[src/rtl/vcc_tokenizer.sv]
// Streaming C lexer: one source byte per cycle in, one classified token per handshake out,
// terminated by a single EOF token carrying the total byte count.
module vcc_tokenizer #(
  parameter int unsigned MAX_LEN = 8,
  parameter int unsigned POS_W   = 16
) (
  input  logic                         clk,
  input  logic                         rst,
  input  logic                         in_valid,
  output logic                         in_ready,
  input  logic [7:0]                   in_data,
  input  logic                         in_last,
  output logic                         out_valid,
  input  logic                         out_ready,
  output logic [1:0]                   out_kind,
  output logic [8*MAX_LEN-1:0]         out_str,
  output logic [$clog2(MAX_LEN+1)-1:0] out_len,
  output logic [31:0]                  out_num,
  output logic [POS_W-1:0]             out_pos,
  output logic                         err,
  output logic [POS_W-1:0]             err_pos
);

  localparam int unsigned LenW = $clog2(MAX_LEN + 1);
  localparam int unsigned StrW = 8 * MAX_LEN;
  localparam int unsigned ExtW = (StrW > 48) ? StrW : 48;

  localparam logic [1:0] KindRsv   = 2'd0;
  localparam logic [1:0] KindIdent = 2'd1;
  localparam logic [1:0] KindNum   = 2'd2;
  localparam logic [1:0] KindEof   = 2'd3;

  typedef enum logic [2:0] {
    StScan, StIdent, StNum, StPunct2, StFlush, StEoft, StDone, StErr
  } state_e;

  typedef enum logic [1:0] {PendIdent, PendNum, PendPunct} pend_e;

  typedef enum logic [2:0] {SelIdent, SelNum, SelChar, SelPair, SelEof} sel_e;

  function automatic logic is_alpha(input logic [7:0] c);
    return (c >= 8'h61 && c <= 8'h7a) || (c >= 8'h41 && c <= 8'h5a) || c == 8'h5f;
  endfunction

  function automatic logic is_digit(input logic [7:0] c);
    return c >= 8'h30 && c <= 8'h39;
  endfunction

  function automatic logic is_space(input logic [7:0] c);
    return c == 8'h20 || c == 8'h09 || c == 8'h0a || c == 8'h0d;
  endfunction

  function automatic logic is_punct1(input logic [7:0] c);
    return c inside {8'h2b, 8'h2d, 8'h2a, 8'h2f, 8'h28, 8'h29, 8'h3b,
                     8'h7b, 8'h7d, 8'h2c, 8'h26, 8'h5b, 8'h5d};
  endfunction

  function automatic logic is_punct2(input logic [7:0] c);
    return c inside {8'h3d, 8'h21, 8'h3c, 8'h3e};
  endfunction

  // Text is zero-padded past its length, so a full-width compare is exact.
  function automatic logic is_kw(input logic [StrW-1:0] s);
    logic [ExtW-1:0] x;
    x = ExtW'(s);
    return x == ExtW'(48'h0000_0074_6e69)    // int
        || x == ExtW'(48'h6e72_7574_6572)    // return
        || x == ExtW'(48'h0000_0000_6669)    // if
        || x == ExtW'(48'h0000_6573_6c65)    // else
        || x == ExtW'(48'h0000_0072_6f66)    // for
        || x == ExtW'(48'h0065_6c69_6877)    // while
        || x == ExtW'(48'h666f_657a_6973);   // sizeof
  endfunction

  state_e            state_q, state_d;
  pend_e             pend_q, pend_d;
  logic [POS_W-1:0]  pos_q, pos_d, tok_pos_q, tok_pos_d, err_pos_q, err_pos_d;
  logic [StrW-1:0]   text_q, text_d;
  logic [LenW-1:0]   len_q, len_d;
  logic [31:0]       acc_q, acc_d;
  logic              err_q, err_d;
  logic              live_q;

  logic              out_valid_q;
  logic [1:0]        out_kind_q;
  logic [StrW-1:0]   out_str_q;
  logic [LenW-1:0]   out_len_q;
  logic [31:0]       out_num_q;
  logic [POS_W-1:0]  out_pos_q;

  logic              step, emit;
  sel_e              sel;
  logic [7:0]        e_char;
  logic [POS_W-1:0]  e_cpos;
  logic [1:0]        tok_kind;
  logic [StrW-1:0]   tok_str;
  logic [LenW-1:0]   tok_len;
  logic [31:0]       tok_num;
  logic [POS_W-1:0]  tok_pos;

  // The whole lexer freezes while the output register holds a token.
  assign step = live_q && !rst && !out_valid_q;

  always_comb begin
    state_d   = state_q;
    pend_d    = pend_q;
    pos_d     = pos_q;
    tok_pos_d = tok_pos_q;
    text_d    = text_q;
    len_d     = len_q;
    acc_d     = acc_q;
    err_d     = err_q;
    err_pos_d = err_pos_q;
    in_ready  = 1'b0;
    emit      = 1'b0;
    sel       = SelEof;
    e_char    = 8'h00;
    e_cpos    = tok_pos_q;

    unique case (state_q)
      StScan: begin
        in_ready = step;
        if (step && in_valid) begin
          pos_d       = pos_q + POS_W'(1);
          tok_pos_d   = pos_q;
          text_d      = '0;
          text_d[7:0] = in_data;
          len_d       = LenW'(1);
          if (is_space(in_data)) begin
            state_d = in_last ? StEoft : StScan;
          end else if (is_alpha(in_data)) begin
            pend_d  = PendIdent;
            state_d = in_last ? StFlush : StIdent;
          end else if (is_digit(in_data)) begin
            acc_d   = 32'(in_data - 8'h30);
            pend_d  = PendNum;
            state_d = in_last ? StFlush : StNum;
          end else if (is_punct1(in_data)) begin
            emit    = 1'b1;
            sel     = SelChar;
            e_char  = in_data;
            e_cpos  = pos_q;
            state_d = in_last ? StEoft : StScan;
          end else if (is_punct2(in_data)) begin
            pend_d  = PendPunct;
            state_d = in_last ? StFlush : StPunct2;
          end else begin
            err_d     = 1'b1;
            err_pos_d = pos_q;
            state_d   = StErr;
          end
        end
      end

      StIdent: begin
        in_ready = step && (is_alpha(in_data) || is_digit(in_data));
        if (step && in_valid) begin
          if (is_alpha(in_data) || is_digit(in_data)) begin
            if (len_q == LenW'(MAX_LEN)) begin
              err_d     = 1'b1;
              err_pos_d = pos_q;
              state_d   = StErr;
            end else begin
              for (int unsigned i = 0; i < MAX_LEN; i++) begin
                if (len_q == LenW'(i)) text_d[8*i +: 8] = in_data;
              end
              len_d   = len_q + LenW'(1);
              pos_d   = pos_q + POS_W'(1);
              state_d = in_last ? StFlush : StIdent;
            end
          end else begin
            emit    = 1'b1;
            sel     = SelIdent;
            state_d = StScan;
          end
        end
      end

      StNum: begin
        in_ready = step && is_digit(in_data);
        if (step && in_valid) begin
          if (is_digit(in_data)) begin
            acc_d   = acc_q * 32'd10 + 32'(in_data - 8'h30);
            pos_d   = pos_q + POS_W'(1);
            state_d = in_last ? StFlush : StNum;
          end else begin
            emit    = 1'b1;
            sel     = SelNum;
            state_d = StScan;
          end
        end
      end

      StPunct2: begin
        in_ready = step && (in_data == 8'h3d);
        if (step && in_valid) begin
          if (in_data == 8'h3d) begin
            emit    = 1'b1;
            sel     = SelPair;
            pos_d   = pos_q + POS_W'(1);
            state_d = in_last ? StEoft : StScan;
          end else if (text_q[7:0] == 8'h21) begin
            err_d     = 1'b1;
            err_pos_d = tok_pos_q;
            state_d   = StErr;
          end else begin
            emit    = 1'b1;
            sel     = SelChar;
            e_char  = text_q[7:0];
            state_d = StScan;
          end
        end
      end

      StFlush: begin
        if (step) begin
          state_d = StEoft;
          case (pend_q)
            PendIdent: begin
              emit = 1'b1;
              sel  = SelIdent;
            end
            PendNum: begin
              emit = 1'b1;
              sel  = SelNum;
            end
            default: begin
              if (text_q[7:0] == 8'h21) begin
                err_d     = 1'b1;
                err_pos_d = tok_pos_q;
                state_d   = StErr;
              end else begin
                emit   = 1'b1;
                sel    = SelChar;
                e_char = text_q[7:0];
              end
            end
          endcase
        end
      end

      StEoft: begin
        if (step) begin
          emit    = 1'b1;
          sel     = SelEof;
          state_d = StDone;
        end
      end

      StDone, StErr: ;
    endcase
  end

  always_comb begin
    tok_kind = KindRsv;
    tok_str  = '0;
    tok_len  = '0;
    tok_num  = '0;
    tok_pos  = tok_pos_q;
    case (sel)
      SelIdent: begin
        tok_kind = is_kw(text_q) ? KindRsv : KindIdent;
        tok_str  = text_q;
        tok_len  = len_q;
      end
      SelNum: begin
        tok_kind = KindNum;
        tok_num  = acc_q;
      end
      SelChar: begin
        tok_str[7:0] = e_char;
        tok_len      = LenW'(1);
        tok_pos      = e_cpos;
      end
      SelPair: begin
        tok_str[7:0]  = text_q[7:0];
        tok_str[15:8] = 8'h3d;
        tok_len       = LenW'(2);
      end
      default: begin
        tok_kind = KindEof;
        tok_pos  = pos_q;
      end
    endcase
  end

  always_ff @(posedge clk) begin
    if (rst) begin
      state_q     <= StScan;
      pend_q      <= PendIdent;
      pos_q       <= '0;
      tok_pos_q   <= '0;
      text_q      <= '0;
      len_q       <= '0;
      acc_q       <= '0;
      err_q       <= 1'b0;
      err_pos_q   <= '0;
      live_q      <= 1'b0;
      out_valid_q <= 1'b0;
      out_kind_q  <= '0;
      out_str_q   <= '0;
      out_len_q   <= '0;
      out_num_q   <= '0;
      out_pos_q   <= '0;
    end else begin
      state_q   <= state_d;
      pend_q    <= pend_d;
      pos_q     <= pos_d;
      tok_pos_q <= tok_pos_d;
      text_q    <= text_d;
      len_q     <= len_d;
      acc_q     <= acc_d;
      err_q     <= err_d;
      err_pos_q <= err_pos_d;
      live_q    <= 1'b1;
      if (emit) begin
        out_valid_q <= 1'b1;
        out_kind_q  <= tok_kind;
        out_str_q   <= tok_str;
        out_len_q   <= tok_len;
        out_num_q   <= tok_num;
        out_pos_q   <= tok_pos;
      end else if (out_valid_q && out_ready) begin
        out_valid_q <= 1'b0;
      end
    end
  end

  assign out_valid = out_valid_q;
  assign out_kind  = out_kind_q;
  assign out_str   = out_str_q;
  assign out_len   = out_len_q;
  assign out_num   = out_num_q;
  assign out_pos   = out_pos_q;
  assign err       = err_q;
  assign err_pos   = err_pos_q;

endmodule
[config.mk]
export PLATFORM = sky130hd
export DESIGN_NAME = vcc_tokenizer
export DESIGN_NICKNAME = d
export VERILOG_FILES = /design/src/rtl/vcc_tokenizer.sv
export SDC_FILE = /design/constraint.sdc
export NUM_CORES = 1
export LEC_CHECK = 0
export BUFFER_PORTS_ARGS = -buffer_cell sky130_fd_sc_hd__buf_2
export CORE_MARGIN = 2
export CORE_UTILIZATION = 60
export DETAILED_ROUTE_END_ITERATION = 10
export GPL_TIMING_DRIVEN = 1
export PLACE_DENSITY = 0.81
export SKIP_CTS_REPAIR_TIMING = 1
export SLEW_MARGIN = 15
export SYNTH_ARGS = -nofsm -noshare
export SYNTH_HDL_FRONTEND = slang
export SYNTH_SLANG_ARGS = --single-unit
[constraint.sdc]
create_clock -name clk -period 14.57 [get_ports clk]
set_input_delay 0.7285 -clock clk [delete_from_list [all_inputs] [get_ports clk]]
set_output_delay 0.7285 -clock clk [all_outputs]
set_load 0.05 [all_outputs]
## Word level (Yosys, flattened, before mapping)

Index checks and enable logic that the tools add are counted.

- Output and inout port bits: 137
- Bits in registers: 274

- Reduce and logical (&&, ||, !) cells: 56
- Bitwise operators: 1
- Multipliers: 1
- $lt $le $gt $ge: 6
- Eq/ne operators: 75
- $add $sub $neg: 4
- Muxes and demuxes: 151

Operators with widths:

| cell | count |
|---|---|
| two-way mux 16 bit | 28 |
| two-way mux 64 bit | 4 |
| two-way mux 32 bit | 7 |
| two-way mux 8 bit | 18 |
| == test 64 x 23 -> 1 bit, second input constant | 2 |
| == test 64 x 47 -> 1 bit, second input constant | 2 |
| one-hot mux 16 bit (4 select lines) | 2 |
| one-hot mux 64 bit (2 select lines) | 1 |
| == test 8 x 6 -> 1 bit, second input constant | 15 |
| two-way mux 3 bit | 33 |
| == test 64 x 15 -> 1 bit, second input constant | 1 |
| == test 64 x 31 -> 1 bit, second input constant | 1 |
| == test 64 x 39 -> 1 bit, second input constant | 1 |
| one-hot mux 32 bit (2 select lines) | 1 |
| != test 2 bit, second input constant | 27 |
| two-way mux 48 bit | 1 |
| AND reduction 6 bit | 8 |
| == test 8 x 7 -> 1 bit, second input constant | 5 |
| two-way mux 1 bit | 33 |
| adder 32 bit | 1 |
| multiplier 32 x 3 -> 31 bit, second input constant | 1 |
| one-hot mux 16 bit (2 select lines) | 1 |
| one-hot mux 8 bit (2 select lines) | 2 |
| == test 8 x 4 -> 1 bit, second input constant | 3 |
| other kinds (46) | 96 |

## Longest topological paths before layout

Gate-level depths: netlist of run 1.

- Depth after elaboration: 11
- Depth in mapped cells: 24

## Worst setup path before layout of run 1

OpenSTA, ideal clock, no wires.

- Path kind: input to output
- Start point: input in_data[5]
- End point: output in_ready
- Required time: 13842 ps
- Arrival time: 4651 ps
- Path slack: 9191 ps
- Stages on the path: 9
- Cell sequence: inv_1 -> ha_1 -> inv_1 -> or3_1 -> a311oi_4 -> or2_1 -> buf_4 -> nor2_1 -> a2111oi_0

- Word-level cells in the longest chain between the ends: 7
- Elaborated cells between the ends (all ways): 18
- Classes of those cells: order compare: 6; eq/ne: 2; mux: 1; reduce/logical: 9

RTL lines:

| what | RTL line | RTL |
|---|---|---|
| start: declaration | 11 | `input logic [7:0] in_data,` |
| greater-or-equal comparator 8 x 7 -> 1 bit or less-or-equal comparator 8 x 7 -> 1 bit (tied branches) | 42 | `return (c >= 8'h61 && c <= 8'h7a) \|\| (c >= 8'h41 && c <= 8'h5a) \|\| c == 8'h5f;` |
| logical AND 1 bit | 42 |  |
| logical OR 1 bit (2 in a row) | 42 |  |
| logical OR 1 bit | 156 | `in_ready = step && (is_alpha(in_data) \|\| is_digit(in_data));` |
| logical AND 1 bit | 156 |  |
| one-hot mux 1 bit (4 select lines) (*) | 120 | `unique case (state_q)` |
| end: declaration | 10 | `output logic in_ready,` |

Mark *: on every way between the ends. The rest lies on a longest branch, timed or not.

## Worst setup path after layout of run 1

- Start point: register acc_q[1]
- End point: register acc_q[31]

- Word-level cells in the longest chain between the ends: 5

RTL lines:

| what | RTL line | RTL |
|---|---|---|
| start: declaration | 80 | `logic [31:0] acc_q, acc_d;` |
| start signal: assignment | 295 | `acc_q <= '0;` |
| start signal: assignment | 312 | `acc_q <= acc_d;` |
| multiplier 32 x 3 -> 31 bit | 183 | `acc_d = acc_q * 32'd10 + 32'(in_data - 8'h30);` |
| adder 32 bit | 183 |  |
| two-way mux 32 bit | 182 | `if (is_digit(in_data)) begin` |
| two-way mux 32 bit | 181 | `if (step && in_valid) begin` |
| one-hot mux 32 bit (2 select lines) | 120 |  |

No other way between the ends. The select of a mux whose other input is x is not followed.
A chain may end at the register's enable or synchronous reset.

==> results of run 1 <==
[metal layers]
| layer | routed length, um | global-route usage | vias to the layer above |
|---|---|---|---|
| met3 | 2910 | 0.0473 | 93 |
| li1 | - | - | 6551 |
| met5 | 0 | 0 | - |
| met1 | 17700 | 0.404 | 6368 |
| met2 | 18100 | 0.472 | 508 |
| met4 | 1150 | 0.108 | 0 |
[registers in the layout, summed over array words and instances, names as in the netlist, 2 cells and up]
signal,cells
out_str,64
text_q,64
acc_q,32
out_num,32
err_pos,16
out_pos,16
pos_q,16
tok_pos_q,16
len_q,4
out_len,4
state_q,3
out_kind,2
pend_q,2
[logic make-up (layout without fill, tap and decap cells)]
kind of cell | Yosys count | count (layout) | share of synthesized area
other | 0 | 4 | 0
XOR/XNOR | 61 | 61 | 0.0369
AO/OA/AOI/OAI | 477 | 477 | 0.218
buffers and inverters | 134 | 246 | 0.0394
flip-flops | 274 | 274 | 0.370
AND/OR/NAND/NOR | 618 | 618 | 0.193
adder cells (fa/ha/maj) | 98 | 98 | 0.0835
multiplexers | 87 | 87 | 0.0588
[worst max-delay path by stage]
stage                                     start                endpoint  slack (ns)  cells past startpoint
final                     acc_q[1]$_SDFFE_PP0P_  acc_q[31]$_SDFFE_PP0P_        8.54                     23
after global routing      acc_q[3]$_SDFFE_PP0P_  acc_q[31]$_SDFFE_PP0P_        8.11                     23
after CTS                 acc_q[1]$_SDFFE_PP0P_  acc_q[31]$_SDFFE_PP0P_        8.56                     23
after detailed placement  acc_q[1]$_SDFFE_PP0P_  acc_q[31]$_SDFFE_PP0P_        8.56                     23
after global placement    acc_q[1]$_SDFFE_PP0P_  acc_q[31]$_SDFFE_PP0P_        8.87                     23
after floorplan                      in_data[5]                in_ready        9.19                      9
[worst register-to-register path: stages, from the launching register on]
cell	delay [ns]
dfxtp_1	0.41
ha_1	0.26
ha_1	0.24
inv_1	0.08
fa_1	0.20
nor2b_1	0.06
o21ai_1	0.14
a21boi_0	0.17
o311ai_1	0.40
o21bai_1	0.18
o21a_1	0.22
o41ai_1	0.50
mux2i_1	0.26
nand3_1	0.11
ha_1	0.38
a211oi_1	0.27
o21bai_1	0.13
or2_2	0.29
a2111oi_2	0.34
nor3_1	0.10
a2111oi_0	0.47
xnor3_1	0.51
a21oi_1	0.18
nor2_1	0.06
[layout by cell type, fill, tap and decap left out, types with 10 or more instances in the layout]
cell | netlist | final
a211oi_1 | 35 | 35
a21o_1 | 30 | 30
a21oi_1 | 125 | 124
a22oi_1 | 91 | 91
and3_1 | 17 | 17
buf_2 | 26 | 148
buf_4 | 7 | 17
clkbuf_16 | 0 | 28
dfxtp_1 | 274 | 274
ha_1 | 95 | 95
inv_1 | 29 | 29
mux2i_1 | 86 | 86
nand2_1 | 126 | 125
nand3_1 | 39 | 39
nand4_1 | 14 | 14
nor2_1 | 278 | 275
nor2b_1 | 12 | 12
nor3_1 | 38 | 38
nor3b_1 | 11 | 10
nor4_1 | 15 | 15
o21a_1 | 12 | 12
o21ai_0 | 52 | 52
o21ai_1 | 27 | 27
xnor2_1 | 45 | 45
xor2_1 | 15 | 15
[final cells by class]
cell class | count | area share
multi-input combinational | 1341 | 0.529
sequential | 274 | 0.329
timing repair buffer | 166 | 0.0528
clock buffer | 37 | 0.0489
tap | 324 | 0.0243
clock inverter | 14 | 0.00909
inverter | 29 | 0.00653
antenna | 4 | 0.000601
[power by group through the flow]
stage          registers [uW]  clock network, uW  logic, uW
2_1_floorplan             802                  0        111
3_3_place_gp              784                  0        166
3_5_place_dp              784                  0        169
4_1_cts                   767                748        170
5_1_grt                   768                780        184
6_report                  768                742        171
[per-stage QoR]
step           instance area (um2)  cells  hold WS, ns   util  setup slack, ns
6_report                     16700   2189        0.436  0.685             8.54
5_1_grt                      16700   2189        0.443  0.685             8.11
4_1_cts                      16600   2185        0.425  0.685             8.56
3_5_place_dp                 15700   2134        0.455  0.645             8.56
3_3_place_gp                 15700   2134        0.445  0.645             8.87
2_1_floorplan                14800   1749        0.448      -             9.19
==> results.json, run 1 <==
{
  "cts_buffers": 28,
  "hold_viol": 0,
  "dieArea_um2": 26000,
  "drive_gt1_frac": 0.135,
  "reg2reg_to": "acc_q[31]$_SDFFE_PP0P_",
  "multiInputGateArea_um2": 8810,
  "p_sw_uw": 444,
  "die_w_um": 161,
  "synth_cells": 1749,
  "peakVddDrop_mv": 0.0876,
  "synth-seq-area-share": 0.370,
  "hold_start": "out_ready",
  "cpLargestDelayFamily": "compound AO/OA/AOI/OAI gates",
  "gp_congestion": 0.930,
  "clock_skew_ns": 0.00870,
  "synth-async-reset-ratio": 0,
  "core_area_um2": 24300,
  "area_growth_pct": 12.3,
  "power_density_nw_per_um2": 101,
  "synth_top_area_frac": 0.370,
  "grt_pass1_wl_um": 63900,
  "ys_types": 88,
  "clkPwrFrac": 0.442,
  "nNetsFinal": 1950,
  "worstSetupEndpointType": "register",
  "fillers": 2000,
  "crit_type": "reg -> reg",
  "syn_nets": 1859,
  "slew_headroom": 0.232,
  "grt_usage": 0.295,
  "drt_wl_total_um": 39800,
  "antenna_left": 0,
  "initial_core_util": 0.610,
  "place_hpwl_um": 27400,
  "cts_max_level": 1,
  "grt_pass1_vias": 12400,
  "min_period_ns": 6.03,
  "max_cap_violations": 0,
  "yosysMostFrequentCell": "nor2_1",
  "path_cells": "ha_1 -> ha_1 -> inv_1 -> fa_1 -> nor2b_1 -> o21ai_1 -> a21boi_0 -> o311ai_1 -> o21bai_1 -> o21a_1 -> o41ai_1 -> mux2i_1 -> nand3_1 -> ha_1 -> a211oi_1 -> o21bai_1 -> or2_2 -> a2111oi_2 -> nor3_1 -> a2111oi_0 -> xnor3_1 -> a21oi_1 -> nor2_1",
  "p_total_uw": 1680,
  "holdPathStages": 3,
  "clk_pin_slew_ns": 0.06,
  "crit_required_ns": 15.01,
  "ys_ff_latch": 274,
  "clock-root-buffer": "clkbuf_16",
  "combPwrFrac": 0.102,
  "rows": 57,
  "cts_tree": "yes",
  "portBuffers": 149,
  "die_h_um": 161,
  "r2r_slack_ns": 8.54,
  "synth_common_cells": "278 x nor2_1, 274 x dfxtp_1, 126 x nand2_1, 125 x a21oi_1, 95 x ha_1",
  "swShare": 0.264,
  "syn_area_um2": 14800,
  "synth_warnings": 0,
  "seq_area_um2": 5490,
  "grt_max_degree": 102,
  "slowest_delay_ns": 0.51,
  "r2r_start": "acc_q[1]$_SDFFE_PP0P_",
  "ys.flop_type": "dfxtp_1",
  "period_share": 0.414,
  "synthTopCellsByArea": "dfxtp_1 37%, ha_1 8.0%, nor2_1 7.0%",
  "r2r_cells": 23,
  "min_to": "out_valid$_SDFFE_PP0P_",
  "seqPwrFrac": 0.457,
  "drc": 0,
  "dr.pass1.iters": 6,
  "rsz0062_at_grt": "no",
  "ios": 150,
  "fmax_mhz": 166,
  "slew_viol_final": 0,
  "clock_sinks": 274,
  "cp_slowest_cell": "xnor3_1",
  "wl_per_cell_um": 18.2,
  "synth_top_area_cell": "dfxtp_1",
  "p_int_uw": 1240,
  "antenna_found_initial": 4,
  "tightest_slew_ns": 1.15,
  "synth-edff-count": 0,
  "drt_iter0_markers": 1337,
  "critical_path_buf_inv_count": 1,
  "final.setup.tns_ns": 0,
  "setup_viol": 0,
  "min_path_type": "in -> reg",
  "crit_top_cell": "ha_1",
  "cts_buffer_depth": 3,
  "worst_setup_path_start_kind": "register",
  "vias_per_cell": 6.18,
  "crit_fanout": 8,
  "globalRoute.totalOverflow": 0,
  "status": "finished, final reports clean",
  "via_count": 13500,
  "p_leak_uw": 0.00723,
  "cp_data_arrival_time_ns": 6.48,
  "insertion_delay_ns": 0.55,
  "syn_area_per_cell_um2": 8.49
}
No activity file was read; power rests on OpenSTA's default activity.
==> run 2: changes to the inputs <==
Clock period 14.57 ns to 5.9 ns, I/O delays scaled along.
==> results.json, run 2 (same netlist as run 1, synthesis figures left out) <==
{
  "initial_core_util": 0.610,
  "cp_slowest_cell": "o41ai_1",
  "setup_viol": 0,
  "fmax_mhz": 180,
  "tightest_slew_ns": 1.17,
  "max_cap_violations": 0,
  "via_count": 13600,
  "cts_buffer_depth": 3,
  "die_w_um": 161,
  "status": "finished with violations",
  "wl_per_cell_um": 18.3,
  "cts_buffers": 28,
  "violations": "negative hold slack",
  "globalRoute.totalOverflow": 0,
  "seqPwrFrac": 0.453,
  "worst_setup_path_start_kind": "register",
  "ios": 150,
  "swShare": 0.256,
  "p_total_uw": 4190,
  "nNetsFinal": 1954,
  "cp_data_arrival_time_ns": 6.02,
  "grt_pass1_wl_um": 64700,
  "crit_type": "reg -> reg",
  "p_leak_uw": 0.00727,
  "grt_max_degree": 102,
  "clk_pin_slew_ns": 0.06,
  "hold_viol": 1,
  "final_core_util": 0.689,
  "rows": 57,
  "p_sw_uw": 1070,
  "most-common-layout-cells": "275 x nor2_1, 274 x dfxtp_1, 148 x buf_2",
  "critical_path_buf_inv_count": 2,
  "antenna_left": 0,
  "grt_pass1_vias": 12800,
  "clock_sinks": 274,
  "min_path_type": "in -> reg",
  "slew_headroom": 0.220,
  "die_h_um": 161,
  "fillers": 1970,
  "timing.hold.ws_ns": -0.00780,
  "place_hpwl_um": 27300,
  "slew_viol_final": 0,
  "clkPwrFrac": 0.446,
  "p_int_uw": 3120,
  "cpLargestDelayFamily": "compound AO/OA/AOI/OAI gates",
  "dieArea_um2": 26000,
  "combPwrFrac": 0.101,
  "grt_usage": 0.297,
  "crit_required_ns": 6.35,
  "slowest_delay_ns": 0.59,
  "min_period_ns": 5.57,
  "area_growth_pct": 12.8,
  "final_common_cell": "nor2_1",
  "path_cells": "ha_1 -> ha_1 -> inv_1 -> fa_1 -> nor2b_1 -> o21ai_1 -> a21boi_1 -> o311ai_2 -> o21bai_1 -> buf_4 -> o41ai_1 -> o21bai_1 -> xnor2_1 -> ha_1 -> o21ai_0 -> o21bai_1 -> or2_2 -> a2111oi_4 -> nor3_1 -> a2111oi_2 -> xnor3_1 -> a21oi_1 -> nor2_1",
  "drc": 0,
  "crit_fanout": 5,
  "drive_gt1_frac": 0.136,
  "insertion_delay_ns": 0.57,
  "final.setup.tns_ns": 0,
  "portBuffers": 149,
  "drt_iter0_markers": 1337,
  "cts_max_level": 1,
  "clock_skew_ns": 0.0151,
  "antenna_found_initial": 4,
  "clock-root-buffer": "clkbuf_16",
  "worstSetupEndpointType": "register",
  "gp_congestion": 0.964,
  "cts_tree": "yes",
  "drt_wl_total_um": 40000,
  "vias_per_cell": 6.19,
  "period_share": 0.944,
  "peakVddDrop_mv": 0.221,
  "power_density_nw_per_um2": 250,
  "core_area_um2": 24300,
  "dr.pass1.iters": 6
}
run 2: cell types whose count changed in the layout (fill, tap and decap cells not counted), sizes merged:
cell,delta
clkinv,-1
buf,+4
bufinv,+2
diode,+1
clkbuf,-1
inv,-1
clkinvlp,-4
run 2: metal layers:
layer	track usage	wire length (um)
met3	0.0439	2870
met1	0.404	17800
met2	0.487	18300
met4	0.0978	1010
met5	0	0
run 2: path summary, 6_finish.rpt:
kind | from | endpoint | slack, ns | cells past startpoint
worst max register to register | acc_q[1]$_SDFFE_PP0P_ | acc_q[31]$_SDFFE_PP0P_ | 0.33 | 23
worst max-delay path | acc_q[1]$_SDFFE_PP0P_ | acc_q[31]$_SDFFE_PP0P_ | 0.33 | 23
worst min-delay path | out_ready | out_valid$_SDFFE_PP0P_ | -0.008 | 3
worst min register to register | err$_SDFFE_PP0P_ | err$_SDFFE_PP0P_ | 0.46 | 2
run 2: power by group through the flow:
stage	clock network, uW	registers, uW	logic [uW]
6_report	1870	1900	422
2_1_floorplan	0	1980	273
3_3_place_gp	0	1940	405
3_5_place_dp	0	1940	411
5_1_grt	1970	1900	453
4_1_cts	1890	1900	415
run 2: cell type report:
cell class	instances	area (um2)	area share
tap	324	405	0.0242
multi-input combinational	1341	8840	0.528
sequential	274	5490	0.328
antenna	5	12.5	0.000747
clock buffer	36	801	0.0478
timing repair buffer	170	917	0.0548
inverter	29	109	0.00650
clock inverter	10	181	0.0108
run 2: worst reg2reg max path: cells and delay by family (launching register included):
kind	cells	cell delay, ns
AO/OA/AOI/OAI	11	2.61
XOR/XNOR	2	0.60
adder cells (fa/ha/maj)	4	1.01
buffers and inverters	2	0.23
flip-flops	1	0.42
AND/OR/NAND/NOR	4	0.58
run 2: per-stage QoR:
| stage | setup slack [ns] | instances | instance area, um2 |
|---|---|---|---|
| after floorplan | 0.594 | 1749 | 14800 |
| after global placement | 0.368 | 2137 | 15700 |
| after detailed placement | 0.252 | 2137 | 15700 |
| after CTS | 0.155 | 2183 | 16700 |
| after global routing | -0.0330 | 2188 | 16700 |
| final | 0.333 | 2189 | 16700 |
==> run 3: changes to the inputs <==
Clock period 5.9 ns to 6.3 ns, I/O delays scaled along.
==> results.json, run 3 (same netlist as run 1, synthesis figures left out) <==
{
  "grt_max_degree": 102,
  "min_path_type": "in -> reg",
  "cts_max_level": 1,
  "dp_slack_ns": 0.299,
  "min_period_ns": 6.04,
  "final.setup.tns_ns": 0,
  "wl_per_cell_um": 18.2,
  "fillers": 1943,
  "clock-root-buffer": "clkbuf_16",
  "drc": 0,
  "cp_data_arrival_time_ns": 6.48,
  "cts_tree": "yes",
  "dieArea_um2": 26000,
  "grt_pass1_wl_um": 64300,
  "slew_viol_final": 0,
  "power_density_nw_per_um2": 242,
  "grt_util_met3": 0.0490,
  "crit_type": "reg -> reg",
  "p_leak_uw": 0.00727,
  "final_core_util": 0.689,
  "tightest_slew_ns": 1.14,
  "rows": 57,
  "initial_core_util": 0.610,
  "setup_slack_ns": 0.255,
  "p_total_uw": 4060,
  "clock_skew_ns": 0.0140,
  "drive_gt1_frac": 0.134,
  "hold_start": "out_ready",
  "drt_wl_total_um": 39900,
  "place_hpwl_um": 27500,
  "die_w_um": 161,
  "clock_sinks": 274,
  "ios": 150,
  "antenna_found_initial": 4,
  "area_growth_pct": 12.8,
  "status": "finished, final reports clean",
  "worst_setup_path_start_kind": "register",
  "fmax_mhz": 165,
  "reg2reg_to": "acc_q[31]$_SDFFE_PP0P_",
  "period_share": 0.959,
  "nNetsFinal": 1950,
  "insertion_delay_ns": 0.56,
  "crit_required_ns": 6.74,
  "most-common-layout-cells": "275 x nor2_1, 274 x dfxtp_1, 148 x buf_2",
  "r2r_slack_ns": 0.26,
  "clk_pin_slew_ns": 0.06,
  "final_common_cell": "nor2_1",
  "rsz0062_at_grt": "no",
  "grt_usage": 0.297,
  "timing.hold.ws_ns": 0.0203,
  "globalRoute.totalOverflow": 0,
  "gp_congestion": 0.967,
  "r2r_start": "acc_q[1]$_SDFFE_PP0P_",
  "vias_per_cell": 6.20,
  "portBuffers": 149,
  "via_count": 13600,
  "cts_buffer_depth": 3,
  "setup_viol": 0,
  "core_area_um2": 24300,
  "use_met1": 0.395,
  "drt_iter0_markers": 1211,
  "hold_viol": 0,
  "min_to": "out_valid$_SDFFE_PP0P_",
  "slew_headroom": 0.243,
  "cts_buffers": 28,
  "peakVddDrop_mv": 0.199,
  "grt_pass1_vias": 12800,
  "holdPathStages": 3,
  "die_h_um": 161,
  "use_met2": 0.491,
  "grt.busiest_layer": "met2",
  "crit_fanout": 8,
  "worstSetupEndpointType": "register",
  "antenna_left": 0,
  "max_cap_violations": 0,
  "dr.pass1.iters": 7,
  "r2r_cells": 23
}
[run 3: worst max-delay path by stage]
stage | start | to | slack (ns)
2_1_floorplan | acc_q[1]$_SDFFE_PP0P_ | acc_q[31]$_SDFFE_PP0P_ | 0.99
3_3_place_gp | acc_q[1]$_SDFFE_PP0P_ | acc_q[31]$_SDFFE_PP0P_ | 0.59
3_5_place_dp | acc_q[1]$_SDFFE_PP0P_ | acc_q[31]$_SDFFE_PP0P_ | 0.30
4_1_cts | acc_q[1]$_SDFFE_PP0P_ | acc_q[31]$_SDFFE_PP0P_ | 0.25
5_1_grt | acc_q[1]$_SDFFE_PP0P_ | acc_q[31]$_SDFFE_PP0P_ | 0.02
6_report | acc_q[1]$_SDFFE_PP0P_ | acc_q[31]$_SDFFE_PP0P_ | 0.26
[run 3: worst max-delay path, cell delays in order (launching register included)]
cell       delay [ns]
dfxtp_1          0.43
ha_1             0.27
ha_1             0.23
inv_1            0.07
fa_1             0.20
nor2b_1          0.06
o21ai_1          0.16
a21boi_0         0.18
o311ai_1         0.39
o21bai_1         0.18
o21a_1           0.22
o41ai_1          0.46
mux2i_1          0.25
nand3_1          0.11
ha_1             0.39
a211oi_1         0.28
o21bai_1         0.14
or2_2            0.30
a2111oi_2        0.33
nor3_1           0.10
a2111oi_0        0.48
xnor3_1          0.49
a21oi_1          0.16
nor2_1           0.06
[run 3: routing by layer]
metal  wire (um)  share of wire  vias up
met3        3050          0.076       87
li1            -              -     6564
met4        1080          0.027        0
met5           0              0        -
met2       18300           0.46      525
met1       17400           0.44     6386
[run 3: stage by stage]
| stage | instances | area (um2) |
|---|---|---|
| after floorplan | 1749 | 14800 |
| after global placement | 2134 | 15700 |
| after detailed placement | 2134 | 15700 |
| after CTS | 2185 | 16700 |
| after global routing | 2189 | 16700 |
| final | 2189 | 16700 |
[run 3: power by group]
| part | leakage, uW | internal, uW | switching, uW | total (uW) |
|---|---|---|---|---|
| Combinational | 0.00455 | 111 | 280 | 391 |
| Clock | 0.000508 | 1160 | 727 | 1890 |
| Sequential | 0.00221 | 1750 | 24.3 | 1780 |
[run 3: final cells by class]
cell class	count	area, um2	area share
Antenna cell	4	10.0	0.000598
Clock buffer	31	722	0.0431
Clock inverter	20	334	0.0199
Inverter	29	109	0.00650
Multi-Input combinational cell	1341	8800	0.526
Sequential cell	274	5490	0.328
Tap cell	324	405	0.0242
Timing Repair Buffer	166	880	0.0525
